## config.mk

```make
export PLATFORM = sky130hd
export DESIGN_NAME = ps2_host_rx
export DESIGN_NICKNAME = d
export VERILOG_FILES = /design/src/rtl/ps2_host_rx.sv
export SDC_FILE = /design/constraint.sdc
export NUM_CORES = 1
export LEC_CHECK = 0
export ABC_AREA = 0
export CAP_MARGIN = 15
export CORE_MARGIN = 5
export CORE_UTILIZATION = 63
export CTS_CLUSTER_DIAMETER = 100
export DETAILED_ROUTE_END_ITERATION = 10
export GPL_ROUTABILITY_DRIVEN = 1
export PLACE_DENSITY_LB_ADDON = 0.2
export SLEW_MARGIN = 5
export SYNTH_ARGS = -nofsm -noshare
export SYNTH_HDL_FRONTEND = slang
export SYNTH_SLANG_ARGS = --single-unit
```

## constraint.sdc

```tcl
create_clock -name clk_sys -period 3.8 [get_ports clk_sys]
set_input_delay 0.76 -clock clk_sys [delete_from_list [all_inputs] [get_ports clk_sys]]
set_output_delay 0.76 -clock clk_sys [all_outputs]
set_load 0.05 [all_outputs]
```

## src/rtl/ps2_host_rx.sv

```systemverilog
// PS/2 host receiver: line sync/filter, 11-bit frame decode with timeout, show-ahead byte FIFO.
// Define PS2_PREFIX_DECODE_EN to fold 0xE0/0xF0 prefixes into per-entry rx_ext/rx_release flags.
module ps2_host_rx #(
    parameter int unsigned FILTER    = 4,
    parameter int unsigned TIMEOUT   = 20000,
    parameter int unsigned FIFO_BITS = 2
) (
    input  logic       clk_sys,
    input  logic       reset,
    input  logic       ps2_clk,
    input  logic       ps2_data,
    output logic [7:0] rx_data,
    output logic       rx_valid,
    input  logic       rx_rd,
    output logic       rx_ext,
    output logic       rx_release,
    output logic       parity_err,
    output logic       frame_err,
    output logic       overflow
);
    localparam int unsigned FLT_W = 4;
    localparam int unsigned TO_W  = $clog2(TIMEOUT + 1);
    localparam int unsigned DEPTH = 1 << FIFO_BITS;
    localparam int unsigned PTR_W = FIFO_BITS + 1;
`ifdef PS2_PREFIX_DECODE_EN
    localparam int unsigned ENT_W = 10;
`else
    localparam int unsigned ENT_W = 8;
`endif

    typedef enum logic [1:0] {IDLE, DATA, PARITY, STOP} state_t;

    logic [1:0]       clk_sync_q, data_sync_q;
    logic             clk_filt_q, data_filt_q, clk_prev_q;
    logic [FLT_W-1:0] clk_fcnt_q, data_fcnt_q;
    logic             fall_c;

    state_t          state_q, state_d;
    logic [2:0]      bit_cnt_q, bit_cnt_d;
    logic [7:0]      shreg_q, shreg_d;
    logic            par_q, par_d;
    logic [TO_W-1:0] to_cnt_q, to_cnt_d;
    logic            perr_q, perr_d;
    logic            ferr_q, ferr_d;
    logic            ovf_q, ovf_d;
    logic            good_c, par_ok_c;

    logic [ENT_W-1:0] mem_q [DEPTH];
    logic [PTR_W-1:0] wr_ptr_q, rd_ptr_q;
    logic [ENT_W-1:0] entry_c, head_c;
    logic             push_c, pop_c, full_c, wr_en_c;

    // Two-flop synchronisers for both lines
    always_ff @(posedge clk_sys) begin
        if (reset) begin
            clk_sync_q  <= 2'b11;
            data_sync_q <= 2'b11;
        end else begin
            clk_sync_q  <= {clk_sync_q[0], ps2_clk};
            data_sync_q <= {data_sync_q[0], ps2_data};
        end
    end

    // Level filters: a new level must persist FILTER samples before it is accepted
    always_ff @(posedge clk_sys) begin
        if (reset) begin
            clk_filt_q  <= 1'b1;
            data_filt_q <= 1'b1;
            clk_fcnt_q  <= '0;
            data_fcnt_q <= '0;
            clk_prev_q  <= 1'b1;
        end else begin
            clk_prev_q <= clk_filt_q;
            if (clk_sync_q[1] == clk_filt_q) begin
                clk_fcnt_q <= '0;
            end else if (clk_fcnt_q == FLT_W'(FILTER - 1)) begin
                clk_filt_q <= clk_sync_q[1];
                clk_fcnt_q <= '0;
            end else begin
                clk_fcnt_q <= clk_fcnt_q + FLT_W'(1);
            end
            if (data_sync_q[1] == data_filt_q) begin
                data_fcnt_q <= '0;
            end else if (data_fcnt_q == FLT_W'(FILTER - 1)) begin
                data_filt_q <= data_sync_q[1];
                data_fcnt_q <= '0;
            end else begin
                data_fcnt_q <= data_fcnt_q + FLT_W'(1);
            end
        end
    end

    assign fall_c   = clk_prev_q & ~clk_filt_q;
    assign par_ok_c = ^{shreg_q, par_q};

    // Frame decoder: advances on filtered clock falls, aborts on a stalled frame
    always_comb begin
        state_d   = state_q;
        bit_cnt_d = bit_cnt_q;
        shreg_d   = shreg_q;
        par_d     = par_q;
        perr_d    = 1'b0;
        ferr_d    = 1'b0;
        good_c    = 1'b0;
        if (state_q == IDLE || fall_c) begin
            to_cnt_d = '0;
        end else begin
            to_cnt_d = to_cnt_q + TO_W'(1);
        end
        if (fall_c) begin
            case (state_q)
                IDLE: begin
                    if (!data_filt_q) begin
                        state_d   = DATA;
                        bit_cnt_d = '0;
                    end
                end
                DATA: begin
                    shreg_d   = {data_filt_q, shreg_q[7:1]};
                    bit_cnt_d = bit_cnt_q + 3'(1);
                    if (bit_cnt_q == 3'd7) begin
                        state_d = PARITY;
                    end
                end
                PARITY: begin
                    par_d   = data_filt_q;
                    state_d = STOP;
                end
                default: begin
                    state_d = IDLE;
                    if (!data_filt_q) begin
                        ferr_d = 1'b1;
                    end else if (par_ok_c) begin
                        good_c = 1'b1;
                    end else begin
                        perr_d = 1'b1;
                    end
                end
            endcase
        end else if (state_q != IDLE && to_cnt_q == TO_W'(TIMEOUT - 1)) begin
            ferr_d  = 1'b1;
            state_d = IDLE;
        end
    end

`ifdef PS2_PREFIX_DECODE_EN
    logic pend_ext_q, pend_ext_d;
    logic pend_rel_q, pend_rel_d;

    // Prefixes are absorbed into pending flags before the FIFO full check
    always_comb begin
        pend_ext_d = pend_ext_q;
        pend_rel_d = pend_rel_q;
        push_c     = 1'b0;
        entry_c    = {pend_ext_q, pend_rel_q, shreg_q};
        if (perr_d || ferr_d) begin
            pend_ext_d = 1'b0;
            pend_rel_d = 1'b0;
        end else if (good_c) begin
            if (shreg_q == 8'hE0) begin
                pend_ext_d = 1'b1;
            end else if (shreg_q == 8'hF0) begin
                pend_rel_d = 1'b1;
            end else begin
                push_c     = 1'b1;
                pend_ext_d = 1'b0;
                pend_rel_d = 1'b0;
            end
        end
    end

    always_ff @(posedge clk_sys) begin
        if (reset) begin
            pend_ext_q <= 1'b0;
            pend_rel_q <= 1'b0;
        end else begin
            pend_ext_q <= pend_ext_d;
            pend_rel_q <= pend_rel_d;
        end
    end

    assign rx_ext     = rx_valid & head_c[9];
    assign rx_release = rx_valid & head_c[8];
`else
    always_comb begin
        push_c  = good_c;
        entry_c = shreg_q;
    end

    assign rx_ext     = 1'b0;
    assign rx_release = 1'b0;
`endif

    // FIFO control: a pop in the same cycle frees the slot a full-FIFO push needs
    always_comb begin
        pop_c   = rx_valid & rx_rd;
        full_c  = (wr_ptr_q[FIFO_BITS] != rd_ptr_q[FIFO_BITS]) &&
                  (wr_ptr_q[FIFO_BITS-1:0] == rd_ptr_q[FIFO_BITS-1:0]);
        wr_en_c = push_c & (~full_c | pop_c);
        ovf_d   = push_c & full_c & ~pop_c;
    end

    always_ff @(posedge clk_sys) begin
        if (wr_en_c) begin
            mem_q[wr_ptr_q[FIFO_BITS-1:0]] <= entry_c;
        end
    end

    always_ff @(posedge clk_sys) begin
        if (reset) begin
            state_q   <= IDLE;
            bit_cnt_q <= '0;
            shreg_q   <= '0;
            par_q     <= 1'b0;
            to_cnt_q  <= '0;
            perr_q    <= 1'b0;
            ferr_q    <= 1'b0;
            ovf_q     <= 1'b0;
            wr_ptr_q  <= '0;
            rd_ptr_q  <= '0;
        end else begin
            state_q   <= state_d;
            bit_cnt_q <= bit_cnt_d;
            shreg_q   <= shreg_d;
            par_q     <= par_d;
            to_cnt_q  <= to_cnt_d;
            perr_q    <= perr_d;
            ferr_q    <= ferr_d;
            ovf_q     <= ovf_d;
            if (wr_en_c) begin
                wr_ptr_q <= wr_ptr_q + PTR_W'(1);
            end
            if (pop_c) begin
                rd_ptr_q <= rd_ptr_q + PTR_W'(1);
            end
        end
    end

    assign head_c     = mem_q[rd_ptr_q[FIFO_BITS-1:0]];
    assign rx_valid   = (wr_ptr_q != rd_ptr_q);
    assign rx_data    = rx_valid ? head_c[7:0] : 8'h00;
    assign parity_err = perr_q;
    assign frame_err  = ferr_q;
    assign overflow   = ovf_q;

endmodule

```

==> summary.txt, run 1 <==
Run status
  – Status: finished, final reports clean

Timing
  – Clk_skew: 0.009457 ns
  – Sum of negative setup slack: 0 ns
  – Max-slew violation count: 0
  – Fmax achieved: 0.3132 GHz
  – Crit path time final: 3.193 ns
  – Worst Hold Slack: 0.4288 ns
  – Setup violations, final: 0
  – Fin crit share: 84.03%
  – Final Hold Vio Count: 0
  – Final critical-path setup slack: 0.6069 ns
  – RSZ-0062 raised after global routing: false
  – Max transition margin: 45.13%
  – Slew at the pin with the worst max-slew slack: 0.8187 ns

Global route
  – Pin count of the biggest net entering global routing: 23
  – GRT overflow: 0
  – First-pass GRT wire length: 10130 um
  – Initial antenna violation count: 0
  – GRT Overall Usage: 17.73%
  – Number of global-route vias before repair: 2153

Finish
  – Most frequent cells in the layout: dfxtp_1, nor2_1, edfxtp_1
  – Area grow syn2layout: 11.30%
  – Layout cells sized above 1: 12.01%
  – Commonest non-fill, non-tap cell in the layout: dfxtp_1
  – Ant. Diodes: 0
  – Core Util, Final: 72.95%
  – Nets: 348

Place
  – IO Port Bufs: 16
  – Post-DP HPWL: 4029 um
  – Final GP Congestion: 0.8029
  – Pre-CTS setup slack: 0.9378 ns

Die
  – Die area: 0.007422 mm2
  – Core Region: 0.005574 mm2
  – Die width: 86.15 um
  – Initial Utilization: 65.54%
  – # rows: 27
  – Height of the die: 86.15 um
  – IO Count: 19

Detailed routing
  – Routed Wire Length: 5821 um
  – Vias/cell: 5.289
  – Number of remaining DRC errors: 0
  – Routed wire length per instance: 14.37 um
  – DRT iter0 DRCs: 104
  – Drt pass-1 iters: 4
  – Via count: 2142
  – Routed Antenna Nets: 0

Logic synthesis
  – FFs w/ async S/R, synth: 0%
  – #FFs+latches synth: 87
  – Top cells by area, synth: dfxtp_1, edfxtp_1, ha_1
  – Distinct cells, synth: 38
  – Primary FF master, synth: dfxtp_1
  – Mapped Cells: 310
  – Syn Area/Cell: 11.79 um2
  – Synthesis Warnings: 0
  – Synth top area share: 30.14%
  – Number of enable flip-flop cells after synthesis: 32
  – Synth area leader: dfxtp_1
  – Cell Area, Synth: 0.003654 mm2
  – Register area share after synthesis: 56.44%

Setup path
  – CP top delay family: buffers and inverters
  – Crit path cell chain: mux4_2, and2_1, clkdlybuf4s50_1
  – Bufs and invs on worst path: 1
  – Max FO, Critical Path: 8
  – Startpoint type of the worst setup path: flop
  – Slowest cell on the critical path: clkdlybuf4s50_1
  – Crit-path max cell delay: 0.69 ns
  – Required time of the critical path: 3.04 ns
  – CP endpoint kind: output pin
  – Critical Path AT: 2.43 ns
  – Critical path type: reg2out
  – FF-to-FF Start: entry_c[6]

CTS
  – # hold bufs at CTS: 0
  – Cts bufs inserted: 9
  – Worst-path clk slew: 0.08 ns
  – Htree depth: 3
  – CTS max path bufs: 2
  – Post-CTS Setup Bufs: 0
  – Root Buffer: clkbuf_8
  – Post-cts sizing count: 0
  – TritonCTS sink count: 87
  – CTS tree: built
  – Clock latency on the worst-skew pair: 0.35 ns

Hold path
  – Hold crit path type: reg2reg
  – Min-delay src: clk_sync_q[0]

Pwr
  – Max VDD drop: 0.0003359 V
  – PwrDens: 395.2 mW/mm2
  – Leak pwr: 0.001488 uW

Job
  – Max cap viols: 0
[per-layer routing]
metal	up-vias	GRT usage (%)	share of wire (%)
met2	21	30.06	52
met3	4	5.187	3.1
li1	1099	-	-
met1	1018	21.55	44
met5	-	0	0
met4	0	6.043	0.89
[cells in the mapped netlist (2+ instances only)]
cell	count
xor2_1	15
xnor2_1	14
nand4_1	4
nor4_1	2
or2_2	6
nor3b_1	3
ha_1	15
and2_1	8
mux2_4	2
nand2_1	8
edfxtp_1	32
mux4_2	8
nor3_1	3
clkbuf_1	10
a211o_1	2
mux2i_1	11
nand3_1	17
nor2b_1	5
dfxtp_1	55
a21oi_1	6
nand2b_1	3
inv_1	11
o21ai_0	4
and2_2	3
and3_1	3
or3_1	3
buf_4	2
nor2_1	45
[sequential cells by signal (all words and copies together) (netlist names), 2 cells and up, named ones only]
register / count
data_sync_q: 2
mem_q: 32
wr_ptr_q: 3
clk_fcnt_q: 4
entry_c: 8
to_cnt_q: 15
clk_sync_q: 2
rd_ptr_q: 3
state_q: 2
data_fcnt_q: 4
bit_cnt_q: 3
[kinds of logic after synthesis]
| kind of cell | after synthesis | synth area share, % |
|---|---|---|
| XOR/XNOR | 31 | 8.048 |
| multiplexers | 21 | 8.767 |
| adder cells (fa/ha/maj) | 15 | 5.137 |
| AO/OA/AOI/OAI | 13 | 2.123 |
| flip-flops | 87 | 56.44 |
| AND/OR/NAND/NOR | 119 | 16.82 |
| buffers and inverters | 23 | 2.568 |
| other | 1 | 0.1026 |
[worst reg2reg max path, cell delays in order, from the launching register on]
cell	delay, ns
dfxtp_1	0.47
xor2_1	0.18
xnor3_2	0.48
xnor2_2	0.19
nor3_2	0.68
mux2_4	0.35
[path summary, 6_finish.rpt]
check	end	slack (ns)	cells past startpoint
max reg2reg	wr_ptr_q[2]	1.34	5
min reg2reg	clk_sync_q[1]	0.43	1
max	rx_data[0]	0.61	3
min	clk_sync_q[1]	0.43	1
[final cells by class]
| type | count | area [um2] |
|---|---|---|
| Timing Repair Buffer | 18 | 175.2 |
| Multi-Input combinational cell | 201 | 1501 |
| Inverter | 11 | 41.29 |
| Clock inverter | 7 | 72.57 |
| Tap cell | 72 | 90.09 |
| Clock buffer | 9 | 123.9 |
| Sequential cell | 87 | 2062 |
| Fill cell | 394 | 1508 |
[per-stage QoR]
step | std cells | cell area, um2 | power (uW)
4_1_cts | 405 | 4066 | 1624
6_report | 405 | 4066 | 1607
5_1_grt | 405 | 4066 | 1675
2_1_floorplan | 311 | 3657 | 997.7
3_3_place_gp | 389 | 3870 | 1003
3_5_place_dp | 389 | 3870 | 1004
[where the power goes]
group / internal, uW / switching, uW
logic: 8.12 / 12.7
registers: 960 / 1.33
clock network: 305 / 320
total: 1270 / 334
Power figures use the tool's default switching activity.
==> run 2, diff against run 1 <==
--- a/config.mk
+++ b/config.mk
@@ -8,7 +8,7 @@
 export ABC_AREA = 0
 export CAP_MARGIN = 15
 export CORE_MARGIN = 5
-export CORE_UTILIZATION = 63
+export CORE_UTILIZATION = 59
 export CTS_CLUSTER_DIAMETER = 100
 export DETAILED_ROUTE_END_ITERATION = 10
 export GPL_ROUTABILITY_DRIVEN = 1
==> constraint.sdc (replaced) <==
create_clock -name clk_sys -period 3.2 [get_ports clk_sys]
set_input_delay 0.64 -clock clk_sys [delete_from_list [all_inputs] [get_ports clk_sys]]
set_output_delay 0.64 -clock clk_sys [all_outputs]
set_load 0.05 [all_outputs]
==> summary.txt, run 2 (same netlist as run 1, synthesis figures left out) <==
Hold path
  – Hold Path Cell Cnt: 1 (unchanged)
  – Min-delay src: clk_sync_q[0]
  – Hold crit path type: reg2reg
  – Hold Path End: clk_sync_q[1]

Timing
  – Slew at the pin with the worst max-slew slack: 0.4965 ns (-0.3221 ns)
  – Crit path time final: 2.889 ns
  – Final Hold Vio Count: 0 (unchanged)
  – Clk_skew: 0.008197 ns (-0.001260 ns)
  – Setup violations, final: 0 (unchanged)
  – Sum of negative setup slack: 0 ns (unchanged)
  – Fin crit share: 90.27%
  – Max-slew violation count: 0 (unchanged)
  – Fmax achieved: 0.3462 GHz
  – RSZ-0062 raised after global routing: false
  – Max transition margin: 66.79% (+22 points)

CTS
  – Root Buffer: clkbuf_8
  – Post-CTS Setup Bufs: 0 (unchanged)
  – # hold bufs at CTS: 0 (unchanged)
  – Post-cts sizing count: 0 (unchanged)
  – CTS tree: built
  – Cts bufs inserted: 9 (unchanged)
  – Htree depth: 3 (unchanged)
  – Worst-path clk slew: 0.08 ns (about the same)
  – CTS max path bufs: 2 (unchanged)
  – Clock latency on the worst-skew pair: 0.34 ns (about the same)
  – TritonCTS sink count: 87 (unchanged)

Setup path
  – Critical Path AT: 2.25 ns (-0.18 ns)
  – FF-to-FF Start: entry_c[7]
  – Required time of the critical path: 2.56 ns (-0.48 ns)
  – R2r endpoint: mem_q[0][6]
  – Crit path cell chain: mux4_2, and2_1, clkdlybuf4s50_1
  – Reg2reg setup slack: 0.87 ns (-0.47 ns)
  – Startpoint type of the worst setup path: flop
  – Crit-path max cell delay: 0.69 ns (about the same)
  – Worst-case reg-to-reg path depth: 5 (unchanged)
  – Max FO, Critical Path: 8 (unchanged)
  – Slowest cell on the critical path: clkdlybuf4s50_1
  – CP endpoint kind: output pin
  – Critical path type: reg2out
  – CP top delay family: buffers and inverters
  – Bufs and invs on worst path: 1 (unchanged)

Global route
  – GRT overflow: 0 (unchanged)
  – Pin count of the biggest net entering global routing: 37 (+61%)
  – Initial antenna violation count: 0 (unchanged)
  – GRT Overall Usage: 15.94% (-1.8 points)
  – Number of global-route vias before repair: 2044 (-5.1%)
  – First-pass GRT wire length: 9432 um (-6.9%)

Finish
  – Layout cells sized above 1: 11.98% (-0.036 points)
  – Commonest non-fill, non-tap cell in the layout: dfxtp_1
  – Nets: 349 (+0.29%)
  – Ant. Diodes: 0 (unchanged)
  – Area grow syn2layout: 11.44%
  – Most frequent cells in the layout: dfxtp_1, nor2_1, edfxtp_1
  – Largest register FFs: 32 (unchanged)

Detailed routing
  – Routed Antenna Nets: 0 (unchanged)
  – Routed Wire Length: 5564 um (-4.4%)
  – Number of remaining DRC errors: 0 (unchanged)
  – Via count: 2132 (-0.47%)
  – DRT iter0 DRCs: 103 (-0.96%)
  – Routed wire length per instance: 13.60 um (-5.3%)
  – Vias/cell: 5.213 (-1.4%)
  – Drt pass-1 iters: 4 (unchanged)

Place
  – Post-DP HPWL: 3903 um (-3.1%)
  – Final GP Congestion: 0.8061 (+0.40%)
  – IO Port Bufs: 16 (unchanged)

Die
  – IO Count: 19 (unchanged)
  – Height of the die: 88.69 um (+2.9%)
  – Initial Utilization: 61.34% (-4.2 points)
  – Die width: 88.69 um (+2.9%)
  – Die area: 0.007866 mm2 (+6.0%)
  – Core Region: 0.005956 mm2 (+6.8%)
  – # rows: 28 (+3.7%)

Pwr
  – Max VDD drop: 0.0002820 V (-16%)
  – Leak pwr: 0.001485 uW (-0.20%)
  – Pwr Total: 1888 uW (+17%)
  – PwrDens: 463.7 mW/mm2 (+17%)

Run status
  – Status: finished, final reports clean

Job
  – Max cap viols: 0 (unchanged)
[run 2: report_power, final]
| group | internal, uW | leakage [uW] | switching [uW] |
|---|---|---|---|
| clock network | 357 | 0.0000876 | 366 |
| registers | 1140 | 0.000741 | 1.43 |
| logic | 8.80 | 0.000656 | 14.6 |
| total | 1510 | 0.00148 | 382 |
[run 2: area by class of cell]
type	instances	area (um2)
Inverter	11	41.29
Sequential cell	87	2063
Fill cell	450	1884
Clock buffer	10	127.6
Clock inverter	6	61.31
Multi-Input combinational cell	201	1501
Timing Repair Buffer	19	182.7
Tap cell	75	93.84
[run 2: worst max path at each step]
stage	from	end	slack (ns)	cells after the start
floorplan	wr_ptr_q[2]	rx_data[0]	0.83	4
global placement	flop	rx_data[0]	0.50	3
detailed placement	flop	rx_data[6]	0.45	3
CTS	flop	rx_data[6]	0.06	3
global route	wr_ptr_q[0]	rx_data[5]	0.17	4
finish	flop	rx_data[3]	0.31	3
[run 2: through the flow]
| stage | utilization, % | setup WS, ns | hold WS [ns] | instance area [um2] | std cells |
|---|---|---|---|---|---|
| floorplan | - | 0.8267 | 0.3895 | 3657 | 311 |
| global placement | 65.17 | 0.5008 | 0.4020 | 3881 | 393 |
| detailed placement | 65.17 | 0.4472 | 0.3988 | 3881 | 393 |
| CTS | 68.34 | 0.06408 | 0.4171 | 4070 | 409 |
| global route | 68.36 | 0.1669 | 0.4220 | 4071 | 409 |
| finish | 68.36 | 0.3114 | 0.4118 | 4071 | 409 |
[run 2: routing by layer]
layer	track usage (%)	share of wire, %
met1	19.49	46
met2	26.32	49
met3	3.631	3.0
met4	8.242	2.1
met5	0	0
==> run 3, diff against run 2 <==
--- a/config.mk
+++ b/config.mk
@@ -6,7 +6,7 @@
 export NUM_CORES = 1
 export LEC_CHECK = 0
 export ABC_AREA = 0
-export CAP_MARGIN = 15
+export CAP_MARGIN = 20
 export CORE_MARGIN = 5
 export CORE_UTILIZATION = 59
 export CTS_CLUSTER_DIAMETER = 100
@@ -17,3 +17,4 @@
 export SYNTH_ARGS = -nofsm -noshare
 export SYNTH_HDL_FRONTEND = slang
 export SYNTH_SLANG_ARGS = --single-unit
+export TNS_END_PERCENT = 1
==> results of run 3 <==
Same layout as run 2: the final DEF is identical, and so are final timing and power.
